### config.mk
export PLATFORM = sky130hd
export DESIGN_NAME = branch_resolve_unit_flat
export DESIGN_NICKNAME = d
export VERILOG_FILES = /design/src/rtl/branch_resolve_unit_if.sv /design/src/rtl/branch_resolve_unit.sv /design/src/flat_wrapper.sv
export SDC_FILE = /design/constraint.sdc
export NUM_CORES = 1
export LEC_CHECK = 0
export ABC_AREA = 1
export CORE_UTILIZATION = 59
export CTS_BUF_LIST = sky130_fd_sc_hd__clkbuf_4 sky130_fd_sc_hd__clkbuf_8
export DETAILED_ROUTE_END_ITERATION = 16
export PLACE_DENSITY_LB_ADDON = 0.15
export SYNTH_ARGS = -nofsm -noshare
export SYNTH_HDL_FRONTEND = slang
export SYNTH_SLANG_ARGS = --single-unit
export TNS_END_PERCENT = 50
### constraint.sdc
create_clock -name clk -period 11 [get_ports clk]
set_input_delay 2.75 -clock clk [delete_from_list [all_inputs] [get_ports clk]]
set_output_delay 2.75 -clock clk [all_outputs]
set_load 0.1 [all_outputs]
### src/rtl/branch_resolve_unit_if.sv
// Fetch/execute-facing bus of the branch resolve unit: prediction enqueue,
// resolution, predictor update, redirect and status.
interface branch_resolve_unit_if #(
  parameter int PC_W  = 64,
  parameter int IDX_W = 5
) ();
  logic             pred_valid;
  logic [PC_W-1:0]  pred_pc;
  logic             pred_taken;
  logic [PC_W-1:0]  pred_target;
  logic             pred_ready;
  logic             res_valid;
  logic             res_taken;
  logic [PC_W-1:0]  res_target;
  logic             upd_en;
  logic [IDX_W-1:0] upd_addr;
  logic             upd_taken;
  logic             redirect;
  logic [PC_W-1:0]  redirect_pc;
  logic [31:0]      mispred_cnt;
  logic             underflow_err;

  modport master (
    output pred_valid, pred_pc, pred_taken, pred_target,
    output res_valid, res_taken, res_target,
    input  pred_ready, upd_en, upd_addr, upd_taken,
    input  redirect, redirect_pc, mispred_cnt, underflow_err
  );

  modport slave (
    input  pred_valid, pred_pc, pred_taken, pred_target,
    input  res_valid, res_taken, res_target,
    output pred_ready, upd_en, upd_addr, upd_taken,
    output redirect, redirect_pc, mispred_cnt, underflow_err
  );
endinterface

### src/rtl/branch_resolve_unit.sv
// In-flight branch queue: checks resolutions against the oldest prediction,
// trains the predictor, and flushes/redirects fetch on a mispredict.
module branch_resolve_unit #(
  parameter int DEPTH = 4,
  parameter int PC_W  = 64,
  parameter int IDX_W = 5
) (
  input logic                  clk,
  input logic                  rst,
  branch_resolve_unit_if.slave bus
);
  localparam int PTR_W = (DEPTH > 1) ? $clog2(DEPTH) : 1;
  localparam int CNT_W = PTR_W + 1;

  logic [PC_W-1:0]  pc_mem_r     [DEPTH];
  logic             taken_mem_r  [DEPTH];
  logic [PC_W-1:0]  target_mem_r [DEPTH];

  logic [PTR_W-1:0] head_r, tail_r;
  logic [CNT_W-1:0] count_r;
  logic             upd_en_r, upd_taken_r, redirect_r, underflow_r;
  logic [IDX_W-1:0] upd_addr_r;
  logic [PC_W-1:0]  redirect_pc_r;
  logic [31:0]      mispred_cnt_r;

  logic             ready_s, do_res_s, mispred_s, do_enq_s, do_pop_s;
  logic [PC_W-1:0]  head_pc_s, head_target_s, correct_pc_s;
  logic             head_taken_s;

  // Head lookup, mispredict detection and enqueue/pop qualification.
  always_comb begin
    ready_s       = (count_r < CNT_W'(DEPTH));
    head_pc_s     = pc_mem_r[head_r];
    head_taken_s  = taken_mem_r[head_r];
    head_target_s = target_mem_r[head_r];
    do_res_s      = bus.res_valid && (count_r != {CNT_W{1'b0}});
    mispred_s     = do_res_s &&
                    ((bus.res_taken != head_taken_s) ||
                     (bus.res_taken && head_taken_s && (bus.res_target != head_target_s)));
    correct_pc_s  = bus.res_taken ? bus.res_target : (head_pc_s + PC_W'(4));
    // A fetch issued alongside a mispredict is on the wrong path.
    do_enq_s      = bus.pred_valid && ready_s && !mispred_s;
    do_pop_s      = do_res_s && !mispred_s;
  end

  // Entry storage; contents are only meaningful between head and tail.
  always_ff @(posedge clk) begin
    if (do_enq_s && !rst) begin
      pc_mem_r[tail_r]     <= bus.pred_pc;
      taken_mem_r[tail_r]  <= bus.pred_taken;
      target_mem_r[tail_r] <= bus.pred_target;
    end else begin
      pc_mem_r[tail_r]     <= pc_mem_r[tail_r];
      taken_mem_r[tail_r]  <= taken_mem_r[tail_r];
      target_mem_r[tail_r] <= target_mem_r[tail_r];
    end
  end

  // Queue pointers, update/redirect pulses and status counters.
  always_ff @(posedge clk) begin
    if (rst) begin
      head_r        <= {PTR_W{1'b0}};
      tail_r        <= {PTR_W{1'b0}};
      count_r       <= {CNT_W{1'b0}};
      upd_en_r      <= 1'b0;
      upd_addr_r    <= {IDX_W{1'b0}};
      upd_taken_r   <= 1'b0;
      redirect_r    <= 1'b0;
      redirect_pc_r <= {PC_W{1'b0}};
      mispred_cnt_r <= 32'd0;
      underflow_r   <= 1'b0;
    end else begin
      upd_en_r   <= do_res_s;
      redirect_r <= mispred_s;
      if (do_res_s) begin
        upd_addr_r  <= head_pc_s[IDX_W+1:2];
        upd_taken_r <= bus.res_taken;
      end
      if (mispred_s) begin
        redirect_pc_r <= correct_pc_s;
        head_r        <= tail_r;
        count_r       <= {CNT_W{1'b0}};
        if (mispred_cnt_r != 32'hFFFF_FFFF) begin
          mispred_cnt_r <= mispred_cnt_r + 32'd1;
        end
      end else begin
        if (do_enq_s) tail_r <= tail_r + PTR_W'(1);
        if (do_pop_s) head_r <= head_r + PTR_W'(1);
        count_r <= count_r + CNT_W'(do_enq_s) - CNT_W'(do_pop_s);
      end
      if (bus.res_valid && (count_r == {CNT_W{1'b0}})) begin
        underflow_r <= 1'b1;
      end
    end
  end

  assign bus.pred_ready    = ready_s;
  assign bus.upd_en        = upd_en_r;
  assign bus.upd_addr      = upd_addr_r;
  assign bus.upd_taken     = upd_taken_r;
  assign bus.redirect      = redirect_r;
  assign bus.redirect_pc   = redirect_pc_r;
  assign bus.mispred_cnt   = mispred_cnt_r;
  assign bus.underflow_err = underflow_r;
endmodule

### src/flat_wrapper.sv
// flat-port wrapper written by rule: the top's interface ports become plain ports
module branch_resolve_unit_flat 
#(
  parameter int DEPTH = 4,
  parameter int PC_W  = 64,
  parameter int IDX_W = 5
)
  (clk, rst, bus_pred_valid, bus_pred_pc, bus_pred_taken, bus_pred_target, bus_res_valid, bus_res_taken, bus_res_target, bus_pred_ready, bus_upd_en, bus_upd_addr, bus_upd_taken, bus_redirect, bus_redirect_pc, bus_mispred_cnt, bus_underflow_err);
  branch_resolve_unit_if #(.PC_W(PC_W), .IDX_W(IDX_W)) bus_i ();
  input logic clk;
  input logic rst;
  input wire logic [$bits(bus_i.pred_valid)-1:0] bus_pred_valid;
  input wire logic [$bits(bus_i.pred_pc)-1:0] bus_pred_pc;
  input wire logic [$bits(bus_i.pred_taken)-1:0] bus_pred_taken;
  input wire logic [$bits(bus_i.pred_target)-1:0] bus_pred_target;
  input wire logic [$bits(bus_i.res_valid)-1:0] bus_res_valid;
  input wire logic [$bits(bus_i.res_taken)-1:0] bus_res_taken;
  input wire logic [$bits(bus_i.res_target)-1:0] bus_res_target;
  output wire logic [$bits(bus_i.pred_ready)-1:0] bus_pred_ready;
  output wire logic [$bits(bus_i.upd_en)-1:0] bus_upd_en;
  output wire logic [$bits(bus_i.upd_addr)-1:0] bus_upd_addr;
  output wire logic [$bits(bus_i.upd_taken)-1:0] bus_upd_taken;
  output wire logic [$bits(bus_i.redirect)-1:0] bus_redirect;
  output wire logic [$bits(bus_i.redirect_pc)-1:0] bus_redirect_pc;
  output wire logic [$bits(bus_i.mispred_cnt)-1:0] bus_mispred_cnt;
  output wire logic [$bits(bus_i.underflow_err)-1:0] bus_underflow_err;
  assign bus_i.pred_valid = bus_pred_valid;
  assign bus_i.pred_pc = bus_pred_pc;
  assign bus_i.pred_taken = bus_pred_taken;
  assign bus_i.pred_target = bus_pred_target;
  assign bus_i.res_valid = bus_res_valid;
  assign bus_i.res_taken = bus_res_taken;
  assign bus_i.res_target = bus_res_target;
  assign bus_pred_ready = bus_i.pred_ready;
  assign bus_upd_en = bus_i.upd_en;
  assign bus_upd_addr = bus_i.upd_addr;
  assign bus_upd_taken = bus_i.upd_taken;
  assign bus_redirect = bus_i.redirect;
  assign bus_redirect_pc = bus_i.redirect_pc;
  assign bus_mispred_cnt = bus_i.mispred_cnt;
  assign bus_underflow_err = bus_i.underflow_err;
  branch_resolve_unit #(.DEPTH(DEPTH), .PC_W(PC_W), .IDX_W(IDX_W)) u_core (.clk(clk), .rst(rst), .bus(bus_i));
endmodule
* Word level (Yosys, flattened, before mapping)
Memory sizes are Yosys's and may differ from the RTL's. A register that Yosys moved wholly into a read port is not among the register bits.
Cells that the tools add are included.
** Word-level totals
- Bits in registers :: 112
- ROM bits :: 0
- Memories :: 3
- RAM bits :: 516
- Output and inout port bits :: 106
- Latch bits :: 0
- Word-level logic and storage cells :: 62
** Cells by class
- Mux-type cells :: 15
- Shift-type cells :: 0
- Equality and inequality tests :: 4
- Bitwise logic cells :: 4
- Reduce and logical (&&, ||, !) cells :: 19
- Add/sub/neg operators :: 6
- Div/mod/pow operators :: 0
- Multiply operators :: 0
- Magnitude comparators :: 1
** Memories
- u_core.pc_mem_r :: depth 4, bits a word 64, read ports 1, clocked after memory_dff 1, write ports 1, line branch_resolve_unit.sv:15 : logic [PC_W-1:0] pc_mem_r [DEPTH];
- u_core.target_mem_r :: depth 4, bits a word 64, read ports 1, clocked after memory_dff 1, write ports 1, line branch_resolve_unit.sv:17 : logic [PC_W-1:0] target_mem_r [DEPTH];
- u_core.taken_mem_r :: depth 4, bits a word 1, read ports 1, clocked after memory_dff 1, write ports 1, line branch_resolve_unit.sv:16 : logic taken_mem_r [DEPTH];
** Operator list (count)
- 64-bit 2-to-1 mux :: 3
- 64-bit by 3-bit adder with 64-bit output (second input constant) :: 1
- 64-bit inequality test :: 1
- 32-bit by 1-bit adder with 32-bit output (second input constant) :: 1
- 32-bit inequality test (second input constant) :: 1
- 2-bit 2-to-1 mux :: 8
- 1-bit logical AND :: 9
- 2-bit AND reduction :: 3
- 2-bit by 1-bit adder with 2-bit output (second input constant) :: 2
- 1-bit 2-to-1 mux :: 4
- 3-bit by 1-bit adder with 3-bit output :: 1
- 3-bit logical NOT :: 1
- 3-bit less-than comparator (second input constant) :: 1
- 1-bit OR :: 3
- 3-bit nonzero test :: 1
- 3-bit by 1-bit subtractor with 3-bit output :: 1
- 1-bit logical NOT :: 2
- 2-bit nonzero test :: 1
- 2-bit OR reduction :: 1
- 1-bit logical OR :: 1
- 0-bit inequality test :: 1
- 1-bit inequality test :: 1
- 1-bit NOT :: 1

* Longest topological paths before layout
- Depth in word-level cells :: 10
- Depth in mapped cells :: 27

* Worst setup path before layout
Ideal clock, no wire load.
- Path type :: input -> register
- Start point :: input bus_res_target[35]
- End point :: memory u_core.pc_mem_r[0][0], enable pin
- Stages on the path :: 14
- Path slack :: 1302 ps
- Setup time :: 619 ps
- Arrival time :: 9079 ps
- Data required time :: 10381 ps
- Cells stage by stage :: inv_1 > nand3_1 > nand2_1 > nor2_1 > nand2_1 > nor2_1 > nand2_1 > nor2_1 > nand2_1 > nand2_1 > nand2_1 > nand2_4 > nand3_1 > nor2_1
** Between the ends
- Cells in the longest elaborated chain, start to end :: 10
- Elaborated cells between the ends (all ways) :: 12
- Those cells by class :: 1 x eq/ne; 3 x mux; 1 x bitwise; 7 x reduce/logical
** Ends and longest elaborated chain
- from (decl) :: line flat_wrapper.sv:18 : input wire logic [$bits(bus_i.res_target)-1:0] bus_res_target;
- 64-bit inequality test * :: line branch_resolve_unit.sv:39 : (bus.res_taken && head_taken_s && (bus.res_target != head_target_s)));
- 1-bit logical AND * :: line branch_resolve_unit.sv:39
- 1-bit logical OR * :: line branch_resolve_unit.sv:38 : ((bus.res_taken != head_taken_s) ||
- 1-bit logical AND * :: line branch_resolve_unit.sv:37 : mispred_s = do_res_s &&
- 1-bit logical NOT * :: line branch_resolve_unit.sv:42 : do_enq_s = bus.pred_valid && ready_s && !mispred_s;
- 1-bit logical AND * :: line branch_resolve_unit.sv:42
- 1-bit logical AND * :: line branch_resolve_unit.sv:48 : if (do_enq_s && !rst) begin
- 1-bit 2-to-1 mux (on tied branches) :: line branch_resolve_unit.sv:48, branch_resolve_unit.sv:53
- 1-bit 2-to-1 mux (implied by the code) / 2-bit AND reduction (equally long branches)
- 1-bit OR (no line) *
- to (decl) :: line branch_resolve_unit.sv:15
Mark *: on every way between the ends. The rest lies on a longest branch, timed or not.

* Worst setup path after layout
- Start point :: input bus_res_target[5]
- End point :: memory u_core.pc_mem_r[1][51], enable pin
The elaborated chain is that of the path after synthesis.

==> results.toml <==
[status]
status = "finished clean"

[yosys]
syn_inst = 3057
synth_top_area_frac = 0.540
synth_xor_xnor_area_share = 0.0168
yosys-top-cells-area = "edfxtp_1 (54%), nand2_1 (16%), dfxtp_1 (8.0%)"
synth_compound_area_frac = 0.0267
synth.area.mux_share = 0
async_flop_share = 0
synth_top_family_by_area = "simple AND/OR/NAND/NOR gates"
syn-num-nets = 3265
synth_fa_ha_area_frac = 0.00463
yosys_warnings = 0
yosys.cell_count.top_type = "nand2_1"
ys_ff_latch = 630
post-synth-top-area-cell = "edfxtp_1"
synth-simple-area-share = 0.280
synth.distinct_cells = 43
ys_seq_area_frac = 0.620
synthesis.area_um2 = 28700
syn_avg_cell_area_um2 = 9.38
synthFlopType = "edfxtp_1"
synthTopCellsByCount = "nand2_1 (1191), edfxtp_1 (516), nand3_1 (376)"
synth-edff-count = 516

[power_and_ir_drop]
power.switching_mw = 2.77
ir_worst_vdd_v = 0.000218
p_leak_nw = 13.2
p_per_area_nw_per_um2 = 214
pwr-share-comb = 0.317
p_total_mw = 7.25
swShare = 0.382
clkPwrFrac = 0.281
power_frac_seq = 0.403
internal-power_mw = 4.48

[placement]
place.gp.congestion = 0.952
hpwl_um = 57700
placed_cell_area_um2 = 31800
place_ws_ns = 3.97
port-buffer-count = 303
dp_cells = 3866

[worst_setup_path]
crit_path_start_kind = "input pin"
critical_path.startpoint = "bus_res_target[5]"
crit_path_end_kind = "flop"
critical_path_class = "input pin to flop"
cp.arrival_ns = 6.70
rrSetupSlack_ns = 4.77
crit_fanout = 61
crit_required_ns = 11.31

[cts]
cts_buffers = 99
ctsHoldBuffers = 0
clockBufferDepth = 3
cts_tree = "yes"
cts_resized = 0
insertion_delay_ns = 0.72
h-tree-depth = 3
post_cts_buffers = 0
cts-root-buf = "clkbuf_8"
numClockSinks = 630
clk_pin_slew_ns = 0.06

[routing]
vias = 23158
drt_drc_violations_left = 0
vias_per_cell = 5.71
wl_um = 85300
first_pass_iters = 6
drtIter0Drc = 2462
post_drt_wl_per_cell_um = 21.0
antenna_left = 0

[floorplanning]
die_area_um2 = 49500
initial_core_util = 0.599
fp.coreArea_um2 = 47800
ios = 304
rows = 80
die_w_um = 222
die_h_um = 222

[grt]
grt_pass1_wl_um = 126000
first_global_vias = 21347
met3_usage = 0.0614
met1_usage = 0.465
grt_overflow = 0
grt.met2_usage = 0.539
track_usage = 0.341
gr-max-usage-layer = "met2"
grt_max_degree = 120
grt_antenna_before_repair = 6

[sta]
clock.fmax_mhz = 156
setup_viol = 0
drv_slew = 0
tightest_slew_ns = 1.16
skew_ns = 0.0410
fin_ws_ns = 4.60
finalHoldViolCount = 0
slew_headroom = 0.227
fin_crit_sh = 0.582
period_needed_ns = 6.40
rsz0062_at_grt = "false"
fin_setup_tns_ns = 0

[worst_hold_path]
holdCritStartpoint = "u_core.bus.redirect_pc[0]"
min_path_type = "flop to flop"

[final_layout]
final_cells = 4056
drive_gt1_frac = 0.0652
final_area_um2 = 33900
area_growth_pct = 18.3
nets = 3560

[job]
maxCapViolCount = 0
## per-stage QoR
stage | hold slack (ns) | util
final | 0.450 | 0.709
after global routing | 0.466 | 0.709
after CTS | 0.448 | 0.709
after detailed placement | 0.433 | 0.665
after global placement | 0.431 | 0.665
after floorplan | 0.488 | -
## state kept, by name, indices dropped and copies added (netlist names), named ones only
register	count
u_core.pc_mem_r	256
u_core.bus.redirect	1
u_core.count_r	3
u_core.bus.upd_addr	5
u_core.bus.redirect_pc	64
u_core.tail_r	2
u_core.head_r	2
u_core.bus.upd_taken	1
u_core.taken_mem_r	4
u_core.bus.mispred_cnt	32
u_core.bus.upd_en	1
u_core.target_mem_r	256
u_core.bus.underflow_err	1
## power by group through the flow
stage | combinational [mW] | sequential, mW | clock [mW]
global placement | 2.23 | 2.96 | 0
finish | 2.29 | 2.92 | 2.04
floorplan | 1.20 | 3.37 | 0
global route | 2.45 | 2.93 | 2.15
detailed placement | 2.27 | 2.96 | 0
CTS | 2.28 | 2.92 | 2.05
## final cells by class
| type | instances | area [um2] |
|---|---|---|
| inverter | 173 | 657 |
| timing repair buffer | 325 | 3190 |
| clock inverter | 45 | 309 |
| multi-input combinational | 2123 | 9440 |
| clock buffer | 140 | 1760 |
| fill | 3551 | 13900 |
| tap | 615 | 769 |
| sequential | 630 | 17800 |
| antenna | 5 | 12.5 |
## final timing paths
kind,depth (start not counted),to
max,17,u_core.pc_mem_r[1][51]
min,2,u_core.bus.redirect_pc[0]
max reg2reg,18,u_core.pc_mem_r[1][51]
min reg2reg,2,u_core.bus.redirect_pc[0]
## cells by family after synthesis
family | count (synthesis)
AO/OA/AOI/OAI | 136
XOR/XNOR | 55
adder cells (fa/ha/maj) | 10
buffers and inverters | 304
flip-flops | 630
AND/OR/NAND/NOR | 1922
## worst max-delay path, stage by stage
cell	delay [ns]
clkdlybuf4s50_1	0.53
inv_1	0.08
nand3_1	0.08
nand2_1	0.06
nor2_1	0.22
nand2_1	0.09
nor2_1	0.12
nand2_1	0.10
nor2_1	0.12
nand2_1	0.09
nand2_1	0.12
nand2_1	0.07
buf_4	0.27
nand2_4	0.17
nand3_1	0.31
nor2_4	0.61
buf_4	0.79
## metal layers
layer	up-vias	wire, um
li1	10839	-
met1	10986	34700
met2	1153	39600
met3	178	7380
met4	2	3660
met5	-	9
## placed cells by master, fill, tap and decap left out, types with 18 or more instances in the layout
| master | n |
|---|---|
| nand4_1 | 43 |
| nand3b_1 | 24 |
| nand3_1 | 376 |
| clkinv_1 | 18 |
| dfxtp_1 | 112 |
| clkbuf_8 | 114 |
| clkinv_2 | 20 |
| o21ai_0 | 50 |
| nor2_1 | 224 |
| buf_4 | 22 |
| edfxtp_1 | 516 |
| clkdlybuf4s50_1 | 302 |
| nand2_1 | 1191 |
| a21oi_1 | 65 |
| xor2_1 | 38 |
| clkbuf_4 | 26 |
| inv_1 | 167 |
| nor3_1 | 27 |
No activity file was read; power rests on OpenSTA's default activity.
